[config.mk]
export PLATFORM = sky130hd
export DESIGN_NAME = ps2_scan_receiver
export DESIGN_NICKNAME = d
export VERILOG_FILES = /design/src/rtl/ps2_scan_receiver.sv
export SDC_FILE = /design/constraint.sdc
export NUM_CORES = 1
export LEC_CHECK = 0
export ABC_AREA = 1
export CAP_MARGIN = 10
export CORE_MARGIN = 2
export CORE_UTILIZATION = 64
export DETAILED_ROUTE_END_ITERATION = 10
export PLACE_DENSITY = 0.89
export SETUP_SLACK_MARGIN = 0.15
export SLEW_MARGIN = 20
export SYNTH_ARGS = -nofsm -noshare
export SYNTH_HDL_FRONTEND = slang
export SYNTH_SLANG_ARGS = --single-unit
[constraint.sdc]
create_clock -name clk -period 3.4 [get_ports clk]
set_clock_uncertainty 0.05 [all_clocks]
set_input_delay 0.68 -clock clk [delete_from_list [all_inputs] [get_ports clk]]
set_output_delay 0.68 -clock clk [all_outputs]
set_load 0.005 [all_outputs]
[src/rtl/ps2_scan_receiver.sv]
// PS/2 keyboard receiver: filters the raw pins, deframes 11-bit frames and
// folds E0/F0 prefixes into a key_code/key_ext pair with a one-clk strobe.
module ps2_scan_receiver #(
  parameter int FILTER_LEN  = 8,
  parameter int TIMEOUT_CYC = 50000
) (
  input  logic       clk,
  input  logic       rst,
  input  logic       ps2_clk,
  input  logic       ps2_data,
  output logic [7:0] key_code,
  output logic       key_strobe,
  output logic       key_ext,
  output logic       frame_err
);

  localparam int FW = $clog2(FILTER_LEN + 1);
  localparam int TW = $clog2(TIMEOUT_CYC + 1);

  typedef enum logic [1:0] {
    S_IDLE,
    S_DATA,
    S_PAR,
    S_STOP
  } st_e;

  // index 0 carries ps2_clk, index 1 carries ps2_data
  logic [1:0]    s1_q, s2_q;
  logic [1:0]    flt_q, flt_d;
  logic [FW-1:0] fc_q [2];
  logic [FW-1:0] fc_d [2];
  logic          ckp_q;

  st_e           st_q, st_d;
  logic [2:0]    bc_q, bc_d;
  logic [8:0]    sh_q, sh_d;
  logic          pok_q, pok_d;
  logic [TW-1:0] to_q, to_d;
  logic          exf_q, exf_d;
  logic          brk_q, brk_d;
  logic [7:0]    code_q, code_d;
  logic          kext_q, kext_d;
  logic          acc_q, acc_d;
  logic          stb_q;
  logic          err_q, err_d;

  logic          fall;
  logic          din;
  logic          rx_ok;

  always_comb begin
    for (int i = 0; i < 2; i++) begin
      flt_d[i] = flt_q[i];
      fc_d[i]  = '0;
      if (s2_q[i] != flt_q[i]) begin
        if (fc_q[i] == FW'(FILTER_LEN - 1)) begin
          flt_d[i] = s2_q[i];
        end else begin
          fc_d[i] = fc_q[i] + 1'b1;
        end
      end
    end
  end

  assign fall = ckp_q & ~flt_q[0];
  assign din  = flt_q[1];

  always_comb begin
    st_d   = st_q;
    bc_d   = bc_q;
    sh_d   = sh_q;
    pok_d  = pok_q;
    to_d   = '0;
    err_d  = 1'b0;
    rx_ok  = 1'b0;
    if (st_q != S_IDLE) begin
      to_d = to_q + 1'b1;
    end
    if (fall) begin
      to_d = '0;
      unique case (st_q)
        S_IDLE: begin
          if (!din) begin
            st_d = S_DATA;
            bc_d = '0;
          end
        end
        S_DATA: begin
          sh_d = {din, sh_q[8:1]};
          bc_d = bc_q + 1'b1;
          if (bc_q == 3'd7) begin
            st_d = S_PAR;
          end
        end
        S_PAR: begin
          sh_d  = {din, sh_q[8:1]};
          pok_d = ^{din, sh_q[8:1]};
          st_d  = S_STOP;
        end
        S_STOP: begin
          st_d = S_IDLE;
          if (din && pok_q) begin
            rx_ok = 1'b1;
          end else begin
            err_d = 1'b1;
          end
        end
        default: st_d = S_IDLE;
      endcase
    end else if (st_q != S_IDLE &&
                 to_q == TW'(TIMEOUT_CYC - 1)) begin
      st_d  = S_IDLE;
      err_d = 1'b1;
      to_d  = '0;
    end
  end

  // prefixes only arm flags; any other byte resolves them
  always_comb begin
    exf_d  = exf_q;
    brk_d  = brk_q;
    code_d = code_q;
    kext_d = kext_q;
    acc_d  = 1'b0;
    if (rx_ok) begin
      if (sh_q[7:0] == 8'hE0) begin
        exf_d = 1'b1;
      end else if (sh_q[7:0] == 8'hF0) begin
        brk_d = 1'b1;
      end else begin
        code_d = brk_q ? 8'h00 : sh_q[7:0];
        kext_d = exf_q;
        exf_d  = 1'b0;
        brk_d  = 1'b0;
        acc_d  = 1'b1;
      end
    end
  end

  always_ff @(posedge clk or negedge rst) begin
    if (!rst) begin
      s1_q   <= 2'b11;
      s2_q   <= 2'b11;
      flt_q  <= 2'b11;
      fc_q   <= '{default: '0};
      ckp_q  <= 1'b1;
      st_q   <= S_IDLE;
      bc_q   <= '0;
      sh_q   <= '0;
      pok_q  <= 1'b0;
      to_q   <= '0;
      exf_q  <= 1'b0;
      brk_q  <= 1'b0;
      code_q <= 8'h00;
      kext_q <= 1'b0;
      acc_q  <= 1'b0;
      stb_q  <= 1'b0;
      err_q  <= 1'b0;
    end else begin
      s1_q   <= {ps2_data, ps2_clk};
      s2_q   <= s1_q;
      flt_q  <= flt_d;
      fc_q   <= fc_d;
      ckp_q  <= flt_q[0];
      st_q   <= st_d;
      bc_q   <= bc_d;
      sh_q   <= sh_d;
      pok_q  <= pok_d;
      to_q   <= to_d;
      exf_q  <= exf_d;
      brk_q  <= brk_d;
      code_q <= code_d;
      kext_q <= kext_d;
      acc_q  <= acc_d;
      stb_q  <= acc_q;
      err_q  <= err_d;
    end
  end

  assign key_code   = code_q;
  assign key_ext    = kext_q;
  assign key_strobe = stb_q;
  assign frame_err  = err_q;

endmodule
Word level (Yosys, flattened, before mapping)
Cells that the tools add are included.
{ "word_totals": {"reg_bits": 60, "inputBits": 4, "wordCells": 87} }
{ "op_classes": {"n_addsub": 4, "n_eq_ne": 15, "mux": 28, "bitwise_logic": 4, "n_reduce_logical": 17} }
{ "ops": {"columns": ["operator", "n"], "rows": [
  ["$mux W16", 3],
  ["$add A16 B1 Y16 const B", 1],
  ["$eq A16 B16 Y1 const B", 1],
  ["$eq A8 B8 Y1 const B", 2],
  ["$mux W4", 4],
  ["$mux W1", 13],
  ["$reduce_and A2 Y1", 6],
  ["$reduce_and A3 Y1", 3],
  ["$reduce_xor A9 Y1", 1],
  ["$add A4 B1 Y4 const B", 2],
  ["$eq A4 B3 Y1 const B", 2],
  ["$mux W2", 4],
  ["$mux W8", 1],
  ["$pmux W2 S4", 1],
  ["$ne A3 B3 Y1 const B", 2],
  ["$pmux W3 S2", 1],
  ["$reduce_bool A2 Y1", 3],
  ["$eq A2 B2 Y1 const B", 2],
  ["$ne A2 B2 Y1 const B", 2],
  ["$add A3 B1 Y3 const B", 1],
  ["$eq A3 B3 Y1 const B", 1],
  ["$mux W3", 1],
  ["$not A1 Y1", 3],
  ["$eq A2 B1 Y1 const B", 1],
  ["other kinds (5)", 7]
]} }

Logic depth before layout (Yosys ltp)
Gate-level depths: netlist (run 1).
{ "depth": {"ltp_word": 5, "ltp_mapped": 10, "mapped_depth_nobuf": 10} }

Least setup slack after synthesis (run 1)
No wires, ideal clock.
{ "synth_path": {"path_type": "reg-to-reg", "from": "register st_q[0]", "to": "register to_q[13]", "setup_ps": 120, "arrival_time_ps": 1318, "required_time_ps": 3230, "path_slack_ps": 1912, "path_stages_with_launch": 10, "synth_period_minus_slack_ps": 1488, "path_cell_list": "dfrtp_1 > inv_1 > ha_1 > inv_1 > nand4_1 > nor2_1 > nand3_2 > nand2_4 > buf_12 > nor3_2"} }
{ "synth_between": {"elab_chain_cells": 4} }
{ "synth_rtl": {"columns": ["item", "line", "rtl"], "rows": [
  ["start: declaration", "34", "st_e st_q, st_d;"],
  ["start signal: assignment", "165", "st_q <= st_d;"],
  ["$reduce_bool A2 Y1 *", "76, 110", null],
  ["$mux W16 or $logic_and A1 B1 Y1 (tied branches)", "76, 110", null],
  ["$mux W16 *", "110", "end else if (st_q != S_IDLE &&"],
  ["$mux W16 *", "79", "if (fall) begin"],
  ["net to_d[13]", "38", "logic [TW-1:0] to_q, to_d;"],
  ["end signal: assignment", "169", "to_q <= to_d;"],
  ["end: declaration", "38", null]
]} }
The timed path passes the listed nets; every way through them passes the cells marked *.
A chain may end at the register's enable or synchronous reset.

Worst setup path in the final report (run 1)
{ "layout_path": {"from": "register code_q[7], in the netlist key_code[7]", "to": "output key_code[7]"} }
{ "layout_rtl": {"columns": ["item", "line", "rtl"], "rows": [
  ["start: declaration", "41", "logic [7:0] code_q, code_d;"],
  ["start signal: assignment", "172", "code_q <= code_d;"],
  ["end: declaration", "11", "output logic [7:0] key_code,"]
]} }
No word-level cell between the ends.

==> flow_metrics.py, run 1 <==
metrics = {
    "power_and_ir_drop": {
        "p_comb_frac": 0.223,
        "p_switching_uw": 683,
        "ir_drop_mv": 0.576,
        "powerDensity_nw_per_um2": 638,
        "p_leak_nw": 1.57,
        "pwr-share-seq": 0.422,
        "switching_share": 0.316,
        "internal_power_mw": 1.48,
        "clkPwrFrac": 0.355,
    },
    "worst_setup_path": {
        "critical_path.cell_chain": "clkdlybuf4s50_1",
        "cpPeakStageDelay_ps": 510,
        "worstSetupStartpointType": "flop",
        "cp.required_ps": 2670,
        "reg2reg_to": "to_q[3]",
        "critical_path.startpoint": "key_code[7]",
        "cp_top_family": "buffers and inverters",
        "slowest_stage": "clkdlybuf4s50_1",
        "critPathCaptureType": "output pin",
        "path_max_fanout": 2,
        "cp.buffers_inverters": 1,
        "ff2ff_path_depth": 8,
        "arrival_ps": 1220,
        "reg2reg_slack_ps": 1730,
        "rr_startpoint": "st_q[0]",
        "worstSetupPathType": "reg -> out",
        "path_depth": 1,
    },
    "clocking": {
        "post_cts_buffers": 0,
        "clock_sinks": 60,
        "cts_tree": "yes",
        "numCtsBuffers": 9,
        "clockBufferDepth": 2,
        "clockRootBuffer": "clkbuf_8",
        "clock_latency_ps": 340,
        "clk_pin_slew_ps": 70,
        "postCtsResizedCells": 0,
        "hold_buffers": 0,
        "cts_htree_levels": 3,
    },
    "global_route": {
        "grt_use_total": 0.224,
        "antenna_found_initial": 0,
        "grt_pass1_vias": 2054,
        "grt_max_degree": 53,
        "overflow": 0,
        "grt_pass1_wl_mm": 8.96,
    },
    "drt": {
        "first_pass_iters": 7,
        "drtIter0Drc": 177,
        "vias_per_cell": 5.28,
        "antenna_left": 0,
        "wl_per_cell_um": 12.5,
        "routed_wl_mm": 5.08,
        "route.detailed.drc": 0,
        "via_count": 2143,
    },
    "finish": {
        "num-nets-final": 362,
        "nFillCells": 274,
        "syn_to_final_growth_pct": 13.9,
        "diodes": 0,
        "final_cells": 406,
        "drive_gt1_frac": 0.195,
    },
    "yosys": {
        "ys_types": 34,
        "netlist_area_sq_um": 2970,
        "synthArstFlopShare": 1.00,
        "ys_seq_elements": 60,
        "syn-num-nets": 339,
        "avgSynthCellArea_sq_um": 9.12,
        "synth_edf_count": 0,
        "synth_ff_type": "dfrtp_1",
        "synth.yosys.seq_area_share": 0.508,
        "yosys_warnings": 0,
        "syn_inst": 326,
        "yosysTopAreaCell": "dfrtp_1",
        "yosys-top-cells-area": "dfrtp_1 (45%), nand2_1 (9.2%), dfstp_2 (6.2%), inv_1 (4.5%), nor2_1 (4.3%)",
        "synth_top_area_frac": 0.446,
    },
    "timing": {
        "setup_tns_ps": 0,
        "worst_pin_slew_ps": 617,
        "min_period_ps": 1950,
        "hold_violations": 0,
        "slew_headroom": 0.589,
        "finalMaxSlewViolations": 0,
        "setup_violations": 0,
        "finalCritPeriodShare": 0.572,
        "rsz0062_at_grt": "false",
        "hold_slack_ps": 302,
        "fin_ws_ps": 1450,
        "clock.fmax_ghz": 0.514,
    },
    "run": {
        "maxCapViolCount": 0,
    },
    "floorplan": {
        "ioPinCount": 15,
        "die_y_um": 72.2,
        "dieArea_sq_um": 5210,
        "start_util": 0.673,
        "rows": 24,
        "coreArea_sq_um": 4410,
        "die_w_um": 72.2,
    },
    "placement": {
        "dp_hpwl_mm": 3.60,
        "place_congestion": 0.850,
        "dpl.cell_count": 390,
        "portBuffers": 14,
        "pre_cts_ws_ps": 1570,
    },
    "status": {
        "outcome": "completed",
    },
    "min_path": {
        "min_path_type": "in -> async",
    },
}
-- layout make-up --
| cell class | instances | area [sq um] | area share |
|---|---|---|---|
| clock buffers | 9 | 124 | 0.0366 |
| clock inverters | 7 | 114 | 0.0336 |
| inverters | 38 | 143 | 0.0421 |
| multi-input cells | 225 | 1280 | 0.380 |
| flip-flops and latches | 60 | 1510 | 0.446 |
| well taps | 52 | 65.1 | 0.0192 |
| repair buffers | 15 | 145 | 0.0429 |
-- metrics by stage --
stage,utilization,power (mW),instance area (sq um)
CTS,0.766,2.18,3380
floorplan,-,1.33,2970
detailed placement,0.713,1.41,3150
global route,0.767,2.30,3390
global placement,0.713,1.38,3150
finish,0.767,2.16,3390
-- state kept, by name, summed over array words and instances, names as in the netlist --
name / flops
key_strobe: 1
sh_q: 9
exf_q: 1
key_ext: 1
s1_q: 2
fc_q: 8
bc_q: 3
key_code: 8
frame_err: 1
to_q: 16
pok_q: 1
s2_q: 2
flt_q: 2
st_q: 2
ckp_q: 1
acc_q: 1
brk_q: 1
-- layout by cell type (no fill, tap or decap), drive strengths merged --
master / synthesis / routed
xor2: 6 / 6
xnor2: 7 / 7
bufinv: 0 / 3
ha: 9 / 9
a21oi: 7 / 7
or2: 1 / 1
clkdlybuf4s50: 0 / 13
nor2: 48 / 48
mux2: 1 / 1
inv: 38 / 39
clkbuf: 1 / 9
clkinv: 0 / 3
nand2: 82 / 82
nor3: 6 / 6
buf: 2 / 2
nand3: 22 / 22
nand4: 4 / 4
nor3b: 5 / 5
dfrtp: 53 / 53
nand3b: 4 / 4
o31ai: 1 / 1
o211ai: 1 / 1
dfstp: 7 / 7
a31oi: 1 / 1
o21ai: 20 / 20
-- cells by family (layout without fill, tap and decap cells) --
| logic type | count (synthesis) | count (layout) | share of synthesized area |
|---|---|---|---|
| XOR/XNOR | 13 | 13 | 0.0383 |
| AO/OA/AOI/OAI | 30 | 30 | 0.0644 |
| buffers and inverters | 41 | 69 | 0.0598 |
| flip-flops | 60 | 60 | 0.508 |
| multiplexers | 1 | 1 | 0.00379 |
| adder cells (fa/ha/maj) | 9 | 9 | 0.0379 |
| AND/OR/NAND/NOR | 172 | 172 | 0.288 |
-- per-layer routing --
metal | global-route usage | share of wire | wire [um] | vias up
met2 | 0.339 | 0.48 | 2430 | 46
met1 | 0.308 | 0.46 | 2360 | 1004
met5 | 0 | 0 | 0 | -
li1 | - | - | - | 1085
met3 | 0.0639 | 0.045 | 229 | 8
met4 | 0.0901 | 0.012 | 61 | 0
-- worst max path at each step --
stage	to	slack (ps)
6_report	key_code[7]	1450
5_1_grt	key_code[7]	1410
4_1_cts	key_code[7]	1440
3_5_place_dp	flt_q[1]	1570
3_3_place_gp	flt_q[1]	1580
2_1_floorplan	to_q[13]	1910
-- power groups by stage --
stage | Sequential [mW] | Combinational [mW] | Clock [mW]
after floorplan | 0.902 | 0.424 | 0
after global placement | 0.919 | 0.460 | 0
after detailed placement | 0.925 | 0.484 | 0
after CTS | 0.913 | 0.489 | 0.775
after global routing | 0.926 | 0.567 | 0.807
final | 0.912 | 0.482 | 0.766
-- cell usage after synthesis, types with 4 or more instances --
master	instances
a21oi_1	7
dfrtp_1	53
dfstp_2	7
ha_1	9
inv_1	36
nand2_1	73
nand2_2	7
nand3_1	21
nand3b_1	4
nand4_1	4
nor2_1	34
nor2_2	11
o21ai_0	11
o21ai_2	8
xnor2_1	7
xor2_1	6
Note: power is estimated with default switching activity, not from simulation.
==> run 2, diff against run 1 <==
- CORE_UTILIZATION: 64 -> 59
- PLACE_DENSITY: 0.89 -> 0.83
- clock period: 3.4 -> 1.8 ns (I/O delays scaled with it)
==> flow_metrics.py, run 2 (same netlist as run 1, synthesis figures left out) <==
metrics = {
    "min_path": {
        "hold_end": "key_strobe",
        "min_path_type": "reg -> reg",
        "hold_start": "acc_q",
        "whs_path_depth": 0,
    },
    "floorplan": {
        "die_w_um": 75.0,
        "start_util": 0.621,
        "rows": 25,
        "ioPinCount": 15,
        "die_y_um": 75.0,
        "dieArea_sq_um": 5620,
        "coreArea_sq_um": 4790,
    },
    "worst_setup_path": {
        "cp_top_family": "buffers and inverters",
        "worstSetupPathType": "reg -> out",
        "path_max_fanout": 2,
        "cpPeakStageDelay_ps": 510,
        "ff2ff_path_depth": 8,
        "cp.buffers_inverters": 1,
        "critical_path.cell_chain": "clkdlybuf4s50_1",
        "rr_startpoint": "st_q[0]",
        "critPathCaptureType": "output pin",
        "reg2reg_to": "to_q[12]",
        "reg2reg_slack_ps": 200,
        "worstSetupStartpointType": "flop",
        "slowest_stage": "clkdlybuf4s50_1",
        "cp.required_ps": 1390,
        "arrival_ps": 1220,
    },
    "timing": {
        "min_period_ps": 1630,
        "slew_headroom": 0.702,
        "worst_pin_slew_ps": 446,
        "rsz0062_at_grt": "true",
        "setup_tns_ps": 0,
        "setup_violations": 0,
        "finalMaxSlewViolations": 0,
        "clock.fmax_ghz": 0.615,
        "finalCritPeriodShare": 0.903,
        "hold_violations": 0,
        "fin_ws_ps": 175,
    },
    "drt": {
        "routed_wl_mm": 5.27,
        "wl_per_cell_um": 12.3,
        "route.detailed.drc": 0,
        "drtIter0Drc": 188,
        "via_count": 2173,
        "first_pass_iters": 4,
        "antenna_left": 0,
        "vias_per_cell": 5.07,
    },
    "clocking": {
        "clock_latency_ps": 340,
        "clockBufferDepth": 2,
        "cts_tree": "yes",
        "numCtsBuffers": 9,
        "cts_htree_levels": 3,
        "clockRootBuffer": "clkbuf_8",
        "clock_sinks": 60,
        "clk_pin_slew_ps": 60,
    },
    "global_route": {
        "grt_pass1_vias": 2094,
        "use_met1": 0.250,
        "busiest_layer": "met2",
        "antenna_found_initial": 0,
        "grt_pass1_wl_mm": 8.78,
        "use_met2": 0.347,
        "grt_use_total": 0.211,
        "grt_max_degree": 61,
        "grt_use_met3": 0.0535,
        "overflow": 0,
    },
    "placement": {
        "pre_cts_ws_ps": 153,
        "portBuffers": 14,
        "dpl_cell_area_sq_um": 3180,
        "place_congestion": 0.823,
        "dp_hpwl_mm": 3.42,
    },
    "power_and_ir_drop": {
        "power_mw": 4.17,
        "ir_drop_mv": 0.692,
        "powerDensity_nw_per_um2": 1190,
        "p_leak_nw": 1.65,
    },
    "run": {
        "maxCapViolCount": 0,
    },
    "finish": {
        "final_cell_mix": "nand2_1 (73), dfrtp_1 (53), inv_1 (36), nor2_1 (33), nand3_1 (21)",
        "num-nets-final": 370,
        "layout_commonest_cell": "nand2_1",
        "largest_register_ffs": 16,
        "regArea_sq_um": 1510,
        "nFillCells": 327,
        "syn_to_final_growth_pct": 18.2,
        "largest_registers": "to_q (16), sh_q (9)",
        "multi_input_area_sq_um": 1320,
        "diodes": 0,
        "fin_area_sq_um": 3510,
        "largest-register": "to_q",
        "drive_gt1_frac": 0.213,
    },
    "status": {
        "outcome": "completed",
    },
}
## run 2: layout make-up
class | instances | area share
multi-input cells | 226 | 0.374
well taps | 67 | 0.0239
clock inverters | 4 | 0.0199
clock buffers | 12 | 0.0470
repair buffers | 22 | 0.0648
flip-flops and latches | 60 | 0.430
inverters | 38 | 0.0406
## run 2: power by group
group / internal, mW / total [mW] / switching (mW)
Combinational: 0.399 / 1.05 / 0.653
Clock: 0.888 / 1.41 / 0.518
Sequential: 1.55 / 1.71 / 0.155
Total: 2.84 / 4.17 / 1.33
## run 2: metrics by stage
stage	hold slack, ps	util	std cells
after floorplan	14.4	-	326
after global placement	290	0.664	405
after detailed placement	297	0.664	405
after CTS	308	0.722	425
after global routing	312	0.734	429
final	305	0.734	429
## run 2: metal layers
metal	vias to the layer above	wire length, um
met2	36	2620
li1	1099	-
met4	0	97
met1	1026	2350
met3	12	201
met5	-	0
## run 2: worst max path at each step
stage	endpoint	depth (start not counted)	start	slack, ps
after global routing	to_q[3]	5	st_q[0]	110
after floorplan	to_q[13]	9	st_q[0]	310
final	key_ext	1	key_ext	170
after global placement	to_q[2]	8	st_q[0]	250
after detailed placement	to_q[3]	8	st_q[0]	150
after CTS	key_ext	1	key_ext	150
## run 2: repair_timing
action | in CTS | in global routing
buffers inserted | 2 | 4
endpoints found under the setup margin | 8 | 23
cloned | 1 | 0
pin swaps | 2 | 2
hold endpoints to repair | 53 | 0
hold buffers | 1 | 0
gates resized for setup | 1 | 4
